File: config.mk
export PLATFORM = sky130hd
export DESIGN_NAME = nibble_add_seq
export DESIGN_NICKNAME = d
export VERILOG_FILES = /design/src/rtl/nibble_add_seq.sv
export SDC_FILE = /design/constraint.sdc
export NUM_CORES = 1
export LEC_CHECK = 0
export CAP_MARGIN = 20
export CORE_UTILIZATION = 50
export DETAILED_ROUTE_END_ITERATION = 8
export PLACE_DENSITY = 0.79
export SETUP_SLACK_MARGIN = 0.02
export SYNTH_ARGS = -nofsm -noshare
export SYNTH_HDL_FRONTEND = slang
export SYNTH_SLANG_ARGS = --single-unit
File: constraint.sdc
create_clock -name clk_i -period 3.6 [get_ports clk_i]
set_clock_uncertainty 0.05 [all_clocks]
set_input_delay 0.72 -clock clk_i [delete_from_list [all_inputs] [get_ports clk_i]]
set_output_delay 0.72 -clock clk_i [all_outputs]
set_load 0.05 [all_outputs]
File: src/rtl/nibble_add_seq.sv
// Multi-precision add/sub reusing one 4-bit ripple stage, LSB nibble first; latency NIBBLES cycles.
// No backpressure: start is only sampled in IDLE/DONE, requester waits for the done pulse.

module nibble_adder4 (
    input  logic [3:0] a_i,
    input  logic [3:0] b_i,
    input  logic       ci_i,
    output logic [3:0] s_o,
    output logic [3:0] co_o
);
    logic c;

    always_comb begin
        c    = ci_i;
        s_o  = '0;
        co_o = '0;
        for (int i = 0; i < 4; i++) begin
            s_o[i]  = a_i[i] ^ b_i[i] ^ c;
            co_o[i] = (a_i[i] & b_i[i]) | (c & (a_i[i] ^ b_i[i]));
            c       = co_o[i];
        end
    end
endmodule

module nibble_add_seq #(
    parameter int NIBBLES = 4
) (
    input  logic                 clk_i,
    input  logic                 rst_i,
    input  logic                 start_i,
    input  logic                 sub_i,
    input  logic [4*NIBBLES-1:0] a_i,
    input  logic [4*NIBBLES-1:0] b_i,
    output logic                 busy_o,
    output logic                 done_o,
    output logic [4*NIBBLES-1:0] sum_o,
    output logic                 c_out_o,
    output logic                 overflow_o
);
    localparam int W    = 4 * NIBBLES;
    localparam int IDXW = (NIBBLES > 1) ? $clog2(NIBBLES) : 1;
    localparam logic [IDXW-1:0] LAST_IDX = IDXW'(NIBBLES - 1);

    typedef enum logic [1:0] {S_IDLE, S_RUN, S_DONE} state_t;

    state_t          state_q, state_d;
    logic [W-1:0]    a_q, a_d, b_q, b_d, sum_q, sum_d;
    logic            sub_q, sub_d, carry_q, carry_d;
    logic            c_out_q, c_out_d, ovf_q, ovf_d;
    logic [IDXW-1:0] idx_q, idx_d;

    logic [3:0] a_nib, b_nib, nib_sum;
    logic       nib_c3, nib_c2;
    logic [1:0] unused_lo_carry;

    assign a_nib = a_q[{idx_q, 2'b00} +: 4];
    assign b_nib = b_q[{idx_q, 2'b00} +: 4] ^ {4{sub_q}};

    nibble_adder4 u_add (
        .a_i  (a_nib),
        .b_i  (b_nib),
        .ci_i (carry_q),
        .s_o  (nib_sum),
        .co_o ({nib_c3, nib_c2, unused_lo_carry})
    );

    always_comb begin
        state_d = state_q;
        a_d     = a_q;
        b_d     = b_q;
        sub_d   = sub_q;
        carry_d = carry_q;
        idx_d   = idx_q;
        sum_d   = sum_q;
        c_out_d = c_out_q;
        ovf_d   = ovf_q;
        case (state_q)
            S_IDLE, S_DONE: begin
                if (start_i) begin
                    state_d = S_RUN;
                    a_d     = a_i;
                    b_d     = b_i;
                    sub_d   = sub_i;
                    // Subtraction is a + ~b + 1: the +1 enters as the initial carry.
                    carry_d = sub_i;
                    idx_d   = '0;
                    sum_d   = '0;
                    c_out_d = 1'b0;
                    ovf_d   = 1'b0;
                end else if (state_q == S_DONE) begin
                    state_d = S_IDLE;
                end
            end
            S_RUN: begin
                sum_d[{idx_q, 2'b00} +: 4] = nib_sum;
                carry_d = nib_c3;
                if (idx_q == LAST_IDX) begin
                    state_d = S_DONE;
                    c_out_d = nib_c3;
                    ovf_d   = nib_c3 ^ nib_c2;
                end else begin
                    idx_d = idx_q + 1'b1;
                end
            end
            default: state_d = S_IDLE;
        endcase
    end

    always_ff @(posedge clk_i or posedge rst_i) begin
        if (rst_i) begin
            state_q <= S_IDLE;
            a_q     <= '0;
            b_q     <= '0;
            sub_q   <= 1'b0;
            carry_q <= 1'b0;
            idx_q   <= '0;
            sum_q   <= '0;
            c_out_q <= 1'b0;
            ovf_q   <= 1'b0;
        end else begin
            state_q <= state_d;
            a_q     <= a_d;
            b_q     <= b_d;
            sub_q   <= sub_d;
            carry_q <= carry_d;
            idx_q   <= idx_d;
            sum_q   <= sum_d;
            c_out_q <= c_out_d;
            ovf_q   <= ovf_d;
        end
    end

    assign busy_o     = (state_q == S_RUN);
    assign done_o     = (state_q == S_DONE);
    assign sum_o      = sum_q;
    assign c_out_o    = c_out_q;
    assign overflow_o = ovf_q;
endmodule
# Word-level counts from Yosys, hierarchy flattened
# Index checks and enable logic that the tools add are counted.
[op_classes]
addsub = 2
n_eq_ne = 7
n_shift = 4
n_mux = 17
bitwise = 22
n_reduce_logical = 8
[op_table]
columns = ["op", "n"]
rows = [
  ["$pmux W16 S2", 1],
  ["$shiftx A16 B5 Y4", 2],
  ["$bwmux W16", 1],
  ["$mux W16", 1],
  ["$shift A4 B6 Y16 const A", 1],
  ["$shiftx A4 B6 Y16", 1],
  ["$mux W2", 5],
  ["$xor A1 B1 Y1", 9],
  ["$and A1 B1 Y1", 8],
  ["$pmux W2 S2", 2],
  ["$neg A4 Y6", 1],
  ["$pmux W1 S2", 3],
  ["$reduce_and A2 Y1", 3],
  ["$reduce_and A3 Y1", 2],
  ["$eq A2 B2 Y1 const B", 2],
  ["$mux W1", 4],
  ["$ne A2 B2 Y1 const B", 2],
  ["$or A1 B1 Y1", 4],
  ["$xor A4 B4 Y4", 1],
  ["$ne A3 B3 Y1 const B", 1],
  ["$add A2 B1 Y2 const B", 1],
  ["$eq A2 B1 Y1 const B", 1],
  ["$logic_not A2 Y1", 1],
  ["$ne A2 B1 Y1 const B", 1],
  ["2 further kinds", 2],
]
[totals]
regBits = 56
elab_cells = 69

# Depth between registers and ports, before layout
# Gate-level depths: netlist of the first run.
[logic_depth]
ltp_word = 14
depth_mapped = 13

# By module
# A second synthesis of the first run with hierarchy kept.
[hier_totals]
cells_unflattened = 241
hier_area_um2 = 2587.5
[modules_own_cells]
columns = ["mod", "n_inst", "cells_each", "area_each_um2"]
rows = [
  ["nibble_add_seq", 1, 236, 2499.9],
  ["nibble_adder4", 1, 5, 87.6],
]

# Least setup slack after synthesis of the first run
# Ideal clock, no wire load.
[synth_timing]
kind = "register to register"
startpoint = "reg idx_q[0]"
endpoint = "reg ovf_q (netlist: overflow_o)"
t_arrival_ps = 2999
path_slack_ps = 426
path_stages_with_launch = 14
n_path_buf = 1
synth_period_minus_slack_ps = 3174
path_cell_list = "dfrtp_1 buf_4 mux4_2 xnor2_1 fa_1 inv_1 fa_1 inv_1 fa_1 inv_1 fa_1 xor2_1 nor2_1 mux2_2"
[synth_between]
elab_chain_cells = 14
[synth_rtl]
columns = ["item", "line_no", "rtl"]
rows = [
  ["from (decl)", "50", "logic [IDXW-1:0] idx_q, idx_d;"],
  ["from (signal assigned)", "126", "idx_q <= idx_d;"],
  ["$shiftx A16 B5 Y4", "57", "assign b_nib = b_q[{idx_q, 2'b00} +: 4] ^ {4{sub_q}};"],
  ["$xor A4 B4 Y4", "57", ""],
  ["$xor A1 B1 Y1", "19", "co_o[i] = (a_i[i] & b_i[i]) | (c & (a_i[i] ^ b_i[i]));"],
  ["$and A1 B1 Y1", "19", ""],
  ["$or A1 B1 Y1", "19", ""],
  ["$and A1 B1 Y1", "19", ""],
  ["$or A1 B1 Y1", "19", ""],
  ["$and A1 B1 Y1", "19", ""],
  ["$or A1 B1 Y1", "19", ""],
  ["$and A1 B1 Y1", "19", ""],
  ["$or A1 B1 Y1", "19", ""],
  ["$xor A1 B1 Y1", "100", "ovf_d = nib_c3 ^ nib_c2;"],
  ["$mux W1", "97", "if (idx_q == LAST_IDX) begin"],
  ["$pmux W1 S2", "77", "case (state_q)"],
  ["to (signal assigned)", "129", "ovf_q <= ovf_d;"],
  ["to (decl)", "49", "logic c_out_q, c_out_d, ovf_q, ovf_d;"],
]
# Several ways; a longest one is shown, not always the timed one. The select of a mux whose other input is x is not followed.
# A chain may end at the register's enable or synchronous reset.

# Final worst setup path of the first run
# Same ends and word-level chain as after synthesis.

==> impl_metrics.yaml, run 1 <==
floorplan:
  fp.dieH_um: 73.9
  start_util: 0.533
  num_io_pins: 56
  die_w_um: 73.9
  core_sq_um: 4850
  dieArea_sq_um: 5460
  num_rows: 25
cells_and_area:
  finish.utilization: 0.684
  multiInputGateArea_sq_um: 1090
  layout-drive-gt1-share: 0.0891
  fin_nets: 346
  final_cells: 370
  fillers: 391
  fin_area_sq_um: 3320
  area_growth_pct: 28.3
  layout.area.seq_sq_um: 1400
  antenna_cells: 0
detailed_routing:
  finalWirelength_um: 5110
  vias_per_cell: 5.14
  drt_iter0_drc: 100
  dr.pass1.iters: 4
  via_count: 1901
  drcViolationCount: 0
  ant_nets: 0
  avgRoutedWirePerCell_um: 13.8
global_route:
  grt_pass1_wl_um: 8800
  use_met1: 0.301
  grt_pass1_vias: 1877
  use_met3: 0.0466
  antenna_found_initial: 0
  grt_max_degree: 35
  use_met2: 0.348
  grt.overflow.total: 0
  top_usage_layer: "met2"
  grt_use_total: 0.217
yosys:
  synth_seq_area_share: 0.542
  ys_warn_count: 0
  yosys.cell_types.count: 36
  synth-edff-count: 0
  synth_fp_nets: 289
  yosysTopAreaCell: "dfrtp_1"
  syn_area_per_cell_sq_um: 10.5
  synth_area_leaders: "dfrtp_1, nand2_1, mux4_2"
  synth_top_area_share: 0.542
  synth_cells: 245
  synth_ff_type: "dfrtp_1"
  synth_area_sq_um: 2580
  yosys_register_bits: 56
  async_flop_share: 1.00
timing:
  setup_viol: 0
  setup_ws_ns: 0.315
  setup-tns-final_ns: 0
  fin_crit_ns: 3.29
  slew_headroom: 0.602
  fin_crit_sh: 0.913
  fin_hold_ws_ns: 0.430
  slew_viol_final: 0
  rsz0062_at_grt: "no"
  worst_pin_slew_ns: 0.596
  final-hold-violation-count: 0
  fmaxAchievable_mhz: 304
clock_network:
  tritoncts: "done"
  htree_levels: 2
  cts.sinks: 56
  cts_root_buffer: "clkbuf_8"
  cts_resized: 0
  cts_setup_buffers: 0
  holdBufCountCts: 0
  worstSkewPairLatency_ns: 0.31
  clockBufferDepth: 2
  tritoncts.num_buffers: 5
  path_clk_slew_ns: 0.10
place:
  place_area_sq_um: 3210
  preCtsSetupSlack_ns: 0.301
  dp_hpwl_um: 3730
  dp_cells: 362
  placement.io_buffers: 55
  gp_congestion: 0.780
status:
  status: "finished, final reports clean"
critical_path:
  worst_path_most_repeated_cell: "fa_1"
  end_kind: "register"
  crit_path_start_kind: "register"
  slowest_delay_ns: 0.53
  path_cells: "buf_4 > mux4_2 > fa_1 > inv_1 > fa_1 > inv_1 > fa_1 > inv_1 > fa_1 > xor2_1 > nor2_1 > mux2_2"
  crit_arrival_ns: 3.44
  criticalPathCategory: "reg -> reg"
  cp_max_fo: 8
  crit_required_ns: 3.75
  critPathSlowestCell: "mux4_2"
job:
  cap_viol_max_count: 0
power_and_ir_drop:
  power_mw: 3.40
  ir_worst_vdd_mv: 0.474
  p_per_area_nw_per_um2: 1030
  p_leak_nw: 1.56
worst_hold_path:
  hp-class: "reg -> reg"
[critical path, delay by kind of cell (launching register included)]
family	cells	cell delay (ns)
xor+xnor	1	0.14
fa+ha+maj	4	1.16
buf+inv	4	0.47
flops	1	0.52
mux	2	0.80
simple gates	1	0.06
[cell usage in the layout, fill, tap and decap left out, types with 2 or more instances in the layout]
master           instances
mux4_2                   8
clkbuf_8                 5
inv_2                    2
buf_4                    5
dfrtp_1                 56
o21ai_0                  2
o2bb2ai_1                8
nand2_1                 99
a31oi_1                  2
inv_1                   10
nand2b_1                 3
ha_1                     4
fa_1                     4
xnor2_1                  4
a22o_1                   8
clkdlybuf4s50_1         55
nand3b_1                 2
nor3_1                   2
nor2_1                   3
mux2_2                   2
[registers in the layout (all words and copies together) (netlist names)]
| name | flops |
|---|---|
| carry_q | 1 |
| b_q | 16 |
| a_q | 16 |
| c_out_o | 1 |
| sub_q | 1 |
| state_q | 2 |
| idx_q | 2 |
| overflow_o | 1 |
| sum_o | 16 |
[synthesized netlist by cell type (2+ instances only)]
cell type and n:
nand2_1 99, dfrtp_1 56, inv_1 11, a22o_1 8
mux4_2 8, o2bb2ai_1 8, buf_2 5, clkbuf_1 4
fa_1 4, ha_1 4, xnor2_1 4, nand2b_1 3
nor2_1 3, a31oi_1 2, mux2_2 2, nand3b_1 2
nor3_1 2, o21ai_0 2
[routing by layer]
metal  vias up  share of wire  wire (um)
met4         0          0.010         51
met3         6          0.038        195
met1       915           0.46       2320
li1        921              -          -
met5         -              0          0
met2        59           0.50       2540
[logic make-up after synthesis]
group           count (synthesis)  share of synthesized area
compound gates                 24                     0.0785
xor+xnor                        5                     0.0169
fa+ha+maj                       8                     0.0504
buf+inv                        22                     0.0358
flops                          56                      0.542
mux                            10                     0.0784
simple gates                  120                      0.198
[final timing paths]
path / start / slack, ns / cells after the start / end
setup / recovery: idx_q[0]$_DFFE_PP0P_ / 0.31 / 12 / overflow_o$_DFFE_PP0P_
hold / removal: b_q[8]$_DFFE_PP0P_ / 0.43 / 2 / b_q[8]$_DFFE_PP0P_
setup reg to reg: idx_q[0]$_DFFE_PP0P_ / 0.31 / 12 / overflow_o$_DFFE_PP0P_
hold reg to reg: b_q[8]$_DFFE_PP0P_ / 0.43 / 2 / b_q[8]$_DFFE_PP0P_
max in group asynchronous: rst_i / 1.98 / 3 / b_q[15]$_DFFE_PP0P_
min in group asynchronous: rst_i / 0.73 / 2 / sum_o[0]$_DFFE_PP0P_
[layout make-up]
type                            count  area share
Tap cell                           67      0.0253
Multi-Input combinational cell    167       0.329
Clock inverter                      2      0.0106
Timing Repair Buffer               60       0.177
Inverter                           12      0.0136
Sequential cell                    56       0.423
Clock buffer                        6      0.0219
[power breakdown]
| part | total (mW) | internal [mW] | switching, mW |
|---|---|---|---|
| combinational | 1.93 | 0.790 | 1.14 |
| clock | 0.403 | 0.207 | 0.197 |
| sequential | 1.07 | 0.900 | 0.172 |
Power figures use the tool's default switching activity.
==> run 2, diff against run 1 <==
--- a/config.mk
+++ b/config.mk
@@ -9,6 +9,7 @@
 export CORE_UTILIZATION = 50
 export DETAILED_ROUTE_END_ITERATION = 8
 export PLACE_DENSITY = 0.79
+export RECOVER_POWER = 100
 export SETUP_SLACK_MARGIN = 0.02
 export SYNTH_ARGS = -nofsm -noshare
 export SYNTH_HDL_FRONTEND = slang
==> run 2 against run 1 <==
Register-to-register slack hardly changed. Sequential share of layout area is 0.13 points higher. Fmax hardly changed. Non-clock buffer count stayed put. Clock-buffer cell count stayed put. First-iteration DRC count is 23% higher. Via count is 0.16% higher. Critical endpoint unchanged.
==> impl_metrics.yaml, run 2 (synthesized netlist as in run 1, its figures left out) <==
critical_path:
  cp_max_fo: 8
  r2r_cells: 12
  crit_path_start_kind: "register"
  r2r_setup_slack_ns: 0.31
  crit_arrival_ns: 3.44
  end_kind: "register"
  criticalPathCategory: "reg -> reg"
  r2r-start: "idx_q[0]$_DFFE_PP0P_"
  crit_required_ns: 3.75
  rr_endpoint: "overflow_o$_DFFE_PP0P_"
clock_network:
  clockBufferDepth: 2
  cts.sinks: 56
  tritoncts: "done"
  cts_root_buffer: "clkbuf_8"
  cts_resized: 0
  path_clk_slew_ns: 0.10
  tritoncts.num_buffers: 5
  holdBufCountCts: 0
  cts_setup_buffers: 0
  htree_levels: 2
  worstSkewPairLatency_ns: 0.31
detailed_routing:
  via_count: 1904
  avgRoutedWirePerCell_um: 13.8
  highest_layer: "met4"
  drt_iter0_drc: 123
  wl_met1_um: 2330
  vias_per_cell: 5.15
  met3_length_um: 204
  ant_nets: 0
  finalWirelength_um: 5100
  wl_met2_um: 2510
  drcViolationCount: 0
  dr.pass1.iters: 4
worst_hold_path:
  holdPathStages: 2
  min_to: "b_q[15]$_DFFE_PP0P_"
  hp-class: "reg -> reg"
  hp-start: "b_q[15]$_DFFE_PP0P_"
place:
  dp_hpwl_um: 3730
  preCtsSetupSlack_ns: 0.301
  dp_cells: 362
  gp_congestion: 0.780
  placement.io_buffers: 55
power_and_ir_drop:
  p_seq_frac: 0.318
  pwr-share-clk: 0.119
  p_per_area_nw_per_um2: 1020
  switchingPower_mw: 1.50
  internal_power_mw: 1.86
  ir_worst_vdd_mv: 0.471
  p_comb_frac: 0.563
  p_leak_nw: 1.62
  power_mw: 3.37
  p_sw_frac: 0.446
timing:
  setup-tns-final_ns: 0
  final-hold-violation-count: 0
  fmaxAchievable_mhz: 304
  slew_viol_final: 0
  setup_ws_ns: 0.313
  rsz0062_at_grt: "no"
  setup_viol: 0
  fin_crit_ns: 3.29
  slew_headroom: 0.0622
  worst_pin_slew_ns: 1.41
  fin_crit_sh: 0.913
cells_and_area:
  fillers: 393
  fin_nets: 346
  area_growth_pct: 27.9
  final_cells: 370
  final_common_cell: "nand2_1"
  layout-drive-gt1-share: 0.0792
  layout_common_cells: "nand2_1, dfrtp_1, clkdlybuf4s50_1"
  antenna_cells: 0
  finish.utilization: 0.682
floorplan:
  num_io_pins: 56
  fp.dieH_um: 73.9
  num_rows: 25
  dieArea_sq_um: 5460
  die_w_um: 73.9
  core_sq_um: 4850
  start_util: 0.533
status:
  status: "finished, final reports clean"
global_route:
  grt_pass1_vias: 1877
  grt_pass1_wl_um: 8800
  grt.overflow.total: 0
  grt_use_total: 0.217
  antenna_found_initial: 0
  grt_max_degree: 35
job:
  cap_viol_max_count: 0
run 2: power groups by stage:
stage	Sequential (mW)	Combinational, mW	Clock [mW]
2_1_floorplan	1.27	1.19	0
3_3_place_gp	1.08	1.89	0
3_5_place_dp	1.08	1.93	0
4_1_cts	1.08	1.94	0.408
5_1_grt	1.10	2.07	0.433
6_report	1.07	1.90	0.402
run 2: layout make-up:
cell class | count | area (sq um) | share of cell area
Clock buffer | 6 | 72.6 | 0.0220
Clock inverter | 2 | 35.0 | 0.0106
Inverter | 12 | 45.0 | 0.0136
Multi-Input combinational cell | 167 | 1090 | 0.330
Sequential cell | 56 | 1400 | 0.424
Tap cell | 67 | 83.8 | 0.0254
Timing Repair Buffer | 60 | 578 | 0.175
run 2: metrics by stage:
step,hold WS (ns),cell area (sq um)
2_1_floorplan,0.390,2580
3_3_place_gp,0.403,3210
3_5_place_dp,0.409,3210
4_1_cts,0.431,3320
5_1_grt,0.451,3310
6_report,0.430,3310
run 2: worst max path at each step:
| stage | from | endpoint | slack [ns] | cells past startpoint |
|---|---|---|---|---|
| finish | idx_q[0]$_DFFE_PP0P_ | overflow_o$_DFFE_PP0P_ | 0.31 | 12 |
| global route | idx_q[0]$_DFFE_PP0P_ | overflow_o$_DFFE_PP0P_ | 0.09 | 12 |
| CTS | idx_q[0]$_DFFE_PP0P_ | overflow_o$_DFFE_PP0P_ | 0.29 | 12 |
| detailed placement | idx_q[0]$_DFFE_PP0P_ | overflow_o$_DFFE_PP0P_ | 0.30 | 12 |
| global placement | idx_q[0]$_DFFE_PP0P_ | overflow_o$_DFFE_PP0P_ | 0.39 | 12 |
| floorplan | idx_q[0]$_DFFE_PP0P_ | overflow_o$_DFFE_PP0P_ | 0.43 | 13 |
run 2: critical path: stages, from the launching register on:
cell	delay (ns)
dfrtp_1	0.52
buf_4	0.26
mux4_2	0.53
fa_1	0.39
inv_1	0.07
fa_1	0.17
inv_1	0.06
fa_1	0.40
inv_1	0.09
fa_1	0.20
xor2_1	0.14
nor2_1	0.05
mux2_2	0.27
run 2: layer usage:
layer  track usage  vias to the layer above
met3        0.0466                        6
met1         0.301                      920
li1              -                      923
met2         0.348                       55
met5             0                        -
met4        0.0620                        0
